<file path="config.mk">
export PLATFORM = sky130hd
export DESIGN_NAME = crc_stream_param
export DESIGN_NICKNAME = d
export VERILOG_FILES = /design/src/rtl/crc_stream_param.sv
export SDC_FILE = /design/constraint.sdc
export NUM_CORES = 1
export LEC_CHECK = 0
export ABC_AREA = 1
export CAP_MARGIN = 20
export CORE_MARGIN = 8
export CORE_UTILIZATION = 55
export DETAILED_ROUTE_END_ITERATION = 8
export GPL_TIMING_DRIVEN = 0
export PLACE_DENSITY = 0.75
export SLEW_MARGIN = 10
export SYNTH_ARGS = -nofsm -noshare
export SYNTH_HDL_FRONTEND = slang
export SYNTH_SLANG_ARGS = --single-unit
</file>
<file path="constraint.sdc">
create_clock -name clk -period 4.6 [get_ports clk]
set_input_delay 1.15 -clock clk [delete_from_list [all_inputs] [get_ports clk]]
set_output_delay 1.15 -clock clk [all_outputs]
set_load 0.005 [all_outputs]
</file>
<file path="src/rtl/crc_stream_param.sv">
// ---------------------------------------------------------------------------
// crc_stream_param
// Streaming CRC generator with valid/ready handshakes on both sides. Each
// frame is forwarded unchanged with one cycle of latency, then the final CRC
// is appended as CRC_W/DATA_W trailing words.
//
// Optional feature macro: CRC_CHECK_EN
//   Defined   : receiver mode. The frame already carries its CRC, so nothing
//               is appended. crc_chk_valid pulses the cycle after the in_last
//               beat and crc_ok reports whether the frame CRC equals RESIDUE.
//   Undefined : generator only; crc_ok/crc_chk_valid ports are absent.
//
// Ports:
//   clk, rst              clock, asynchronous active-high reset
//   in_data/valid/last    upstream word, qualifier, end-of-frame marker
//   in_ready              block accepts an input word this cycle
//   out_data/valid/last   downstream word (data or CRC), qualifier, final word
//   out_ready             downstream accepts
//   crc_value             final CRC of the last completed frame
//   crc_done              one-cycle pulse when crc_value updates
//   crc_ok, crc_chk_valid check result and its strobe (CRC_CHECK_EN only)
// ---------------------------------------------------------------------------
module crc_stream_param #(
  parameter int unsigned DATA_W      = 8,
  parameter int unsigned CRC_W       = 32,
  parameter logic [31:0] POLY        = 32'h04C11DB7,
  parameter logic [31:0] INIT        = 32'hFFFFFFFF,
  parameter logic [31:0] XOR_OUT     = 32'hFFFFFFFF,
  parameter bit          REFLECT_IN  = 1'b1,
  parameter bit          REFLECT_OUT = 1'b1,
  parameter logic [31:0] RESIDUE     = 32'h2144DF1C
) (
  input  logic              clk,
  input  logic              rst,
  input  logic [DATA_W-1:0] in_data,
  input  logic              in_valid,
  input  logic              in_last,
  output logic              in_ready,
  output logic [DATA_W-1:0] out_data,
  output logic              out_valid,
  output logic              out_last,
  input  logic              out_ready,
  output logic [CRC_W-1:0]  crc_value,
  output logic              crc_done
`ifdef CRC_CHECK_EN
  ,
  output logic              crc_ok,
  output logic              crc_chk_valid
`endif
);

  localparam int unsigned NW    = CRC_W / DATA_W;
  localparam int unsigned CNT_W = $clog2(NW + 1);

  localparam logic [1:0] S_IDLE   = 2'd0;
  localparam logic [1:0] S_DATA   = 2'd1;
  localparam logic [1:0] S_APPEND = 2'd2;

  // One word through DATA_W unrolled serial CRC steps.
  function automatic logic [CRC_W-1:0] f_crc_step(input logic [CRC_W-1:0] crc,
                                                  input logic [DATA_W-1:0] data);
    logic [CRC_W-1:0] c;
    logic             b;
    logic             fb;
    c = crc;
    for (int i = 0; i < DATA_W; i++) begin
      b  = REFLECT_IN ? data[i] : data[DATA_W-1-i];
      fb = c[CRC_W-1] ^ b;
      c  = {c[CRC_W-2:0], 1'b0} ^ (fb ? POLY[CRC_W-1:0] : {CRC_W{1'b0}});
    end
    return c;
  endfunction

  // Output transform: optional bit reversal, then final XOR.
  function automatic logic [CRC_W-1:0] f_final(input logic [CRC_W-1:0] crc);
    logic [CRC_W-1:0] r;
    for (int i = 0; i < CRC_W; i++) begin
      r[i] = crc[CRC_W-1-i];
    end
    if (!REFLECT_OUT) begin
      r = crc;
    end
    return r ^ XOR_OUT[CRC_W-1:0];
  endfunction

  logic [1:0]        r_state;
  logic [CRC_W-1:0]  r_crc;
  logic [CRC_W-1:0]  r_shift;
  logic [CNT_W-1:0]  r_cnt;
  logic [DATA_W-1:0] r_out_data;
  logic              r_out_valid;
  logic              r_out_last;
  logic [CRC_W-1:0]  r_crc_value;
  logic              r_crc_done;

  logic [1:0]        w_state_nxt;
  logic [CRC_W-1:0]  w_crc_nxt;
  logic [CRC_W-1:0]  w_shift_nxt;
  logic [CNT_W-1:0]  w_cnt_nxt;
  logic [DATA_W-1:0] w_out_data_nxt;
  logic              w_out_valid_nxt;
  logic              w_out_last_nxt;
  logic [CRC_W-1:0]  w_crc_value_nxt;
  logic              w_crc_done_nxt;

  logic              w_out_free;
  logic              w_in_ready;
  logic              w_in_beat;
  logic [CRC_W-1:0]  w_crc_upd;
  logic [CRC_W-1:0]  w_final;

`ifdef CRC_CHECK_EN
  logic              r_crc_ok;
  logic              r_chk_valid;
  logic              w_crc_ok_nxt;
  logic              w_chk_valid_nxt;
`else
  logic              w_unused_residue;
  assign w_unused_residue = ^RESIDUE;
`endif

  // Output register can take a new word when empty or being drained.
  assign w_out_free = ~r_out_valid | out_ready;
  assign w_in_ready = ~rst & (r_state != S_APPEND) & w_out_free;
  assign w_in_beat  = in_valid & w_in_ready;

  // The first word of a frame is seeded from INIT rather than the register.
  assign w_crc_upd  = f_crc_step((r_state == S_IDLE) ? INIT[CRC_W-1:0] : r_crc, in_data);
  assign w_final    = f_final(w_crc_upd);

  // Next-state and datapath decode.
  always_comb begin
    w_state_nxt     = r_state;
    w_crc_nxt       = r_crc;
    w_shift_nxt     = r_shift;
    w_cnt_nxt       = r_cnt;
    w_out_data_nxt  = r_out_data;
    w_out_valid_nxt = r_out_valid & ~out_ready;
    w_out_last_nxt  = r_out_last;
    w_crc_value_nxt = r_crc_value;
    w_crc_done_nxt  = 1'b0;
`ifdef CRC_CHECK_EN
    w_crc_ok_nxt    = r_crc_ok;
    w_chk_valid_nxt = 1'b0;
`endif
    case (r_state)
      S_IDLE, S_DATA: begin
        if (w_in_beat) begin
          w_crc_nxt       = w_crc_upd;
          w_out_data_nxt  = in_data;
          w_out_valid_nxt = 1'b1;
          w_out_last_nxt  = 1'b0;
          w_state_nxt     = S_DATA;
          if (in_last) begin
            w_crc_value_nxt = w_final;
            w_crc_done_nxt  = 1'b1;
`ifdef CRC_CHECK_EN
            // Receiver: the last forwarded word is the frame's final CRC word.
            w_out_last_nxt  = 1'b1;
            w_state_nxt     = S_IDLE;
            w_crc_nxt       = INIT[CRC_W-1:0];
            w_chk_valid_nxt = 1'b1;
            w_crc_ok_nxt    = (w_final == RESIDUE[CRC_W-1:0]);
`else
            w_shift_nxt     = w_final;
            w_cnt_nxt       = '0;
            w_state_nxt     = S_APPEND;
`endif
          end
        end
      end
      S_APPEND: begin
        if (w_out_free) begin
          if (r_cnt < CNT_W'(NW)) begin
            w_out_data_nxt  = REFLECT_OUT ? r_shift[DATA_W-1:0] : r_shift[CRC_W-1 -: DATA_W];
            w_shift_nxt     = REFLECT_OUT ? (r_shift >> DATA_W) : (r_shift << DATA_W);
            w_out_valid_nxt = 1'b1;
            w_out_last_nxt  = (r_cnt == CNT_W'(NW - 1));
            w_cnt_nxt       = r_cnt + CNT_W'(1);
          end else begin
            // All CRC words loaded; the held last word is leaving now.
            w_state_nxt = S_IDLE;
            w_crc_nxt   = INIT[CRC_W-1:0];
            w_cnt_nxt   = '0;
          end
        end
      end
      default: begin
        w_state_nxt = S_IDLE;
      end
    endcase
  end

  // State and output registers.
  always_ff @(posedge clk or posedge rst) begin
    if (rst) begin
      r_state     <= S_IDLE;
      r_crc       <= INIT[CRC_W-1:0];
      r_shift     <= '0;
      r_cnt       <= '0;
      r_out_data  <= '0;
      r_out_valid <= 1'b0;
      r_out_last  <= 1'b0;
      r_crc_value <= '0;
      r_crc_done  <= 1'b0;
`ifdef CRC_CHECK_EN
      r_crc_ok    <= 1'b0;
      r_chk_valid <= 1'b0;
`endif
    end else begin
      r_state     <= w_state_nxt;
      r_crc       <= w_crc_nxt;
      r_shift     <= w_shift_nxt;
      r_cnt       <= w_cnt_nxt;
      r_out_data  <= w_out_data_nxt;
      r_out_valid <= w_out_valid_nxt;
      r_out_last  <= w_out_last_nxt;
      r_crc_value <= w_crc_value_nxt;
      r_crc_done  <= w_crc_done_nxt;
`ifdef CRC_CHECK_EN
      r_crc_ok    <= w_crc_ok_nxt;
      r_chk_valid <= w_chk_valid_nxt;
`endif
    end
  end

  assign in_ready  = w_in_ready;
  assign out_data  = r_out_data;
  assign out_valid = r_out_valid;
  assign out_last  = r_out_last;
  assign crc_value = r_crc_value;
  assign crc_done  = r_crc_done;
`ifdef CRC_CHECK_EN
  assign crc_ok        = r_crc_ok;
  assign crc_chk_valid = r_chk_valid;
`endif

endmodule
</file>
Word-level counts from Yosys, hierarchy flattened. Index checks and enable logic that the tools add are counted.

Flip-flop bits (word level): 112. Input bits: 13. Output and inout bits: 44. Logic and storage cells: 97.

$add $sub $neg: 1. Magnitude comparators: 1. Eq/ne operators: 9. Mux-type cells: 43. Bitwise gates (word level): 25. Reduce and logical (&&, ||, !) cells: 9.

Operators by type and width (count): $mux W32 (8); $xor A32 B27 Y32 (8); $mux W27 (8); $pmux W32 S2 (2); $not A32 Y32 (1); $mux W8 (3); $pmux W8 S2 (1); $mux W3 (4); $ne A2 B2 Y1 const B (6); $reduce_and A4 Y1 (3); $mux W1 (9); $mux W2 (4); $xor A1 B1 Y1 (8); $pmux W3 S2 (1); $reduce_and A3 Y1 (2); $reduce_and A5 Y1 (1); $and A1 B1 Y1 (4); $pmux W1 S2 (2); $pmux W2 S2 (1); $add A3 B1 Y3 const B (1); $eq A3 B2 Y1 const B (1); $lt A3 B3 Y1 const B (1); $not A1 Y1 (3); $eq A2 B1 Y1 const B (1); 5 further kinds (5).

Longest topological paths before layout.
Word-level depth: 30. Depth in mapped cells: 17. Depth with buffers taken out: 17.

Worst setup path after synthesis. No wires, ideal clock.

Path kind: input -> register. Start point: in rst. End point: reg r_shift[26]. Library setup time: 119 ps. Data arrival time: 4739 ps. Data required time: 4481 ps. Path slack: -258 ps. Cell stages on the path: 10. Path buffers: 2. Cell sequence: inv_1 -> nand4_1 -> nand2_1 -> o21ai_2 -> nor3_4 -> o21ai_1 -> buf_2 -> buf_2 -> nand2_1 -> nand2_1.

Cells in the longest elaborated chain, start to end: 6.

RTL lines: start, declared (line 34) `input logic rst,`; $not A1 Y1 (line 124) `assign w_in_ready = ~rst & (r_state != S_APPEND) & w_out_free;`; $and A1 B1 Y1 (2 in a row) (line 124); $and A1 B1 Y1 (line 125) `assign w_in_beat = in_valid & w_in_ready;`; $ne A2 B2 Y1 (no source line); $reduce_and A5 Y1 (no source line); end signal, assigned (line 213) `r_shift <= w_shift_nxt;`; end, declared (line 88) `logic [CRC_W-1:0] r_shift;`.

No other way between the ends. A chain may end at the register's enable or synchronous reset.

Final worst setup path.
Start point: reg r_state[0]. End point: out in_ready.

Cells in the longest elaborated chain, start to end: 3.

RTL lines: start, declared (line 86) `logic [1:0] r_state;`; start signal, assigned (line 211) `r_state <= w_state_nxt;`; $ne A2 B2 Y1 (line 124); $and A1 B1 Y1 (2 in a row) (line 124); end, declared (line 38) `output logic in_ready,`.

No other way between the ends.

==> flow_summary_export.csv <==
group,metric,value,unit
drt,met2WireLength,8100,um
sta,max_slew_margin,59.8,%
clocking,ctsLongestPathBuffers,2,
critical_path,critPathCaptureType,"primary output",
sta,fmaxAchievable,254,MHz
placement,place_congestion,0.921,
clocking,clk_latency,0.40,ns
sta,clock_skew,0.0166,ns
critical_path,required,3.45,ns
final_layout,area_growth,17.3,%
status,status,"finished, final reports clean",
final_layout,multi_input_area,0.00287,mm^2
job,drv_cap,0,
drt,first_pass_iters,5,
sta,fin_crit_sh,85.7,%
final_layout,fill_cells,986,
final_layout,fin_nets,867,
synth,synth_edf_count,0,
drt,drt-met1-wl,7550,um
critical_path,crit_path_max_fanout,10,
critical_path,worst_setup_path_start_kind,"flip-flop",
clocking,cts-htree-levels,3,
global_routing,grt_pass1_wl,28400,um
drt,wl,17400,um
drt,ant_nets,0,
sta,tightest_slew,0.603,ns
drt,met3WireLength,1240,um
drt,drc,0,
placement,numPortBuffers,56,
global_routing,grt-ovfl-total,0,
clocking,cts_tree,"built",
placement,dpl.hpwl,13100,um
synth,synth.net_count,796,
drt,wl_per_cell,17.5,um
final_layout,antenna_cells,0,
drt,drtIter0Drc,469,
sta,hold_ws,0.472,ns
synth,yosysWarnings,0,
clocking,clockRootBuffer,"clkbuf_8",
floorplan,io_pins,57,
synth,synth_top_area_share,32.8,%
synth,seq_area_frac_synth,46.5,%
synth,synth-seq-cells,112,
floorplan,die_h,121,um
synth,ys.flop_type,"dfrtp_1",
clocking,cts_resized,0,
floorplan,rows,38,
synth,synthTopCellsByCount,"nand2_1 (317), dfrtp_1 (80), inv_1 (55)",
floorplan,fp.dieW,121,um
drt,num_vias,5408,
global_routing,grt_use_total,24.8,%
min_path,worst_hold_path_type,"reg2reg",
final_layout,regArea,0.00284,mm^2
critical_path,path_class,"reg2out",
synth,yosysTopAreaCell,"dfrtp_1",
floorplan,start_util,56.4,%
final_layout,drive_gt1_share,15.4,%
sta,finalHoldViolations,0,
clocking,numCtsBuffers,9,
synth,synthesis.area,0.00611,mm^2
sta,rsz0062_at_grt,"no",
drt,viasPerCell,5.42,
synth,postSynthCellCount,782,
floorplan,core_area,0.0108,mm^2
clocking,cts_hold_buf,0,
global_routing,grt_max_degree,28,
global_routing,grt_antenna_before_repair,0,
synth,ys_top_cells_by_area,"dfrtp_1 (33%), nand2_1 (19%), dfstp_2 (14%)",
sta,setup_viol_count_final,0,
clocking,cts.sinks,112,
synth,ys_types,43,
synth,yosysMostFrequentCell,"nand2_1",
floorplan,dieArea,0.0147,mm^2
clocking,clkTransAtPathRegs,0.11,ns
synth,syn_area_per_cell,7.81,um^2
sta,min_period,3.94,ns
synth,synthArstFlopShare,100,%
critical_path,worst_ep_arrival_time,2.79,ns
clocking,post_cts_buffers,0,
final_layout,final_util,66.1,%
drt,topRoutingLayerUsed,"met4",
global_routing,grt_pass1_vias,5480,
sta,drv_slew,0,
[layout make-up]
| class | instances | share of cell area [%] |
|---|---|---|
| multi-input combinational | 577 | 40.1 |
| inverter | 63 | 3.39 |
| timing repair buffer | 60 | 9.15 |
| clock buffer | 9 | 1.73 |
| tap | 140 | 2.44 |
| sequential | 112 | 39.7 |
| clock inverter | 7 | 1.40 |
| buffer | 30 | 2.16 |
[critical path, stage by stage, from the launching register on]
cell	delay (ns)
dfrtp_1	0.45
inv_1	0.12
nand2_1	0.18
buf_2	0.31
inv_1	0.11
clkbuf_1	0.23
buf_2	0.27
nor3_1	0.19
clkdlybuf4s50_1	0.53
[per-layer routing]
layer / track usage (%) / vias up
met5: 0 / -
li1: - / 2577
met4: 12.1 / 0
met1: 32.4 / 2608
met2: 38.7 / 179
met3: 5.03 / 44
[through the flow]
step	std cells	TNS (ns)	setup WS [ns]	area [um^2]
floorplan	782	0	0.558	6110
global placement	978	-92.55	-0.996	6850
detailed placement	982	0	0.615	6940
CTS	998	0	0.644	7170
global route	998	0	0.479	7170
finish	998	0	0.659	7170
[placed cells by master (no fill, tap or decap), types with 6 or more instances in the layout]
| cell type | count |
|---|---|
| nand2_1 | 317 |
| dfrtp_1 | 80 |
| clkdlybuf4s50_1 | 56 |
| inv_1 | 54 |
| o21ai_0 | 41 |
| nor2_1 | 38 |
| nand3_1 | 36 |
| xor2_1 | 32 |
| dfstp_2 | 32 |
| nand2_2 | 23 |
| buf_2 | 17 |
| a21oi_1 | 15 |
| o21a_1 | 13 |
| clkbuf_1 | 9 |
| xnor2_1 | 9 |
| clkbuf_8 | 9 |
| nand2_4 | 8 |
| a31oi_1 | 8 |
| or2_2 | 6 |
| inv_2 | 6 |
[registers in the layout (all words and copies together), names as in the netlist]
register,cells
crc_value,32
r_crc,32
r_shift,32
out_data,8
r_cnt,3
r_state,2
crc_done,1
out_last,1
out_valid,1
[worst paths after layout]
kind                            slack [ns]  startpoint  depth (start not counted)             to
worst max-delay path                  0.66  r_state[0]                          8       in_ready
worst min-delay path                  0.47   r_crc[17]                          2      r_crc[17]
worst max register to register        2.08  r_state[1]                          8    r_shift[15]
worst min register to register        0.47   r_crc[17]                          2      r_crc[17]
max in group asynchronous             2.49         rst                          5       r_crc[1]
min in group asynchronous             1.13         rst                          2  crc_value[31]
[logic make-up (layout without fill, tap and decap cells)]
family                   after synthesis  in the layout  synth area share (%)
AO/OA/AOI/OAI                         90             90                  8.52
adder cells (fa/ha/maj)                1              1                 0.205
buffers and inverters                 93            169                  6.45
flip-flops                           112            112                  46.5
AND/OR/NAND/NOR                      441            441                  31.2
XOR/XNOR                              45             45                  7.13
Power is left out: the tool's default activity adds up to more than one toggle a clock period on the data nets, which glitch-free logic cannot reach.
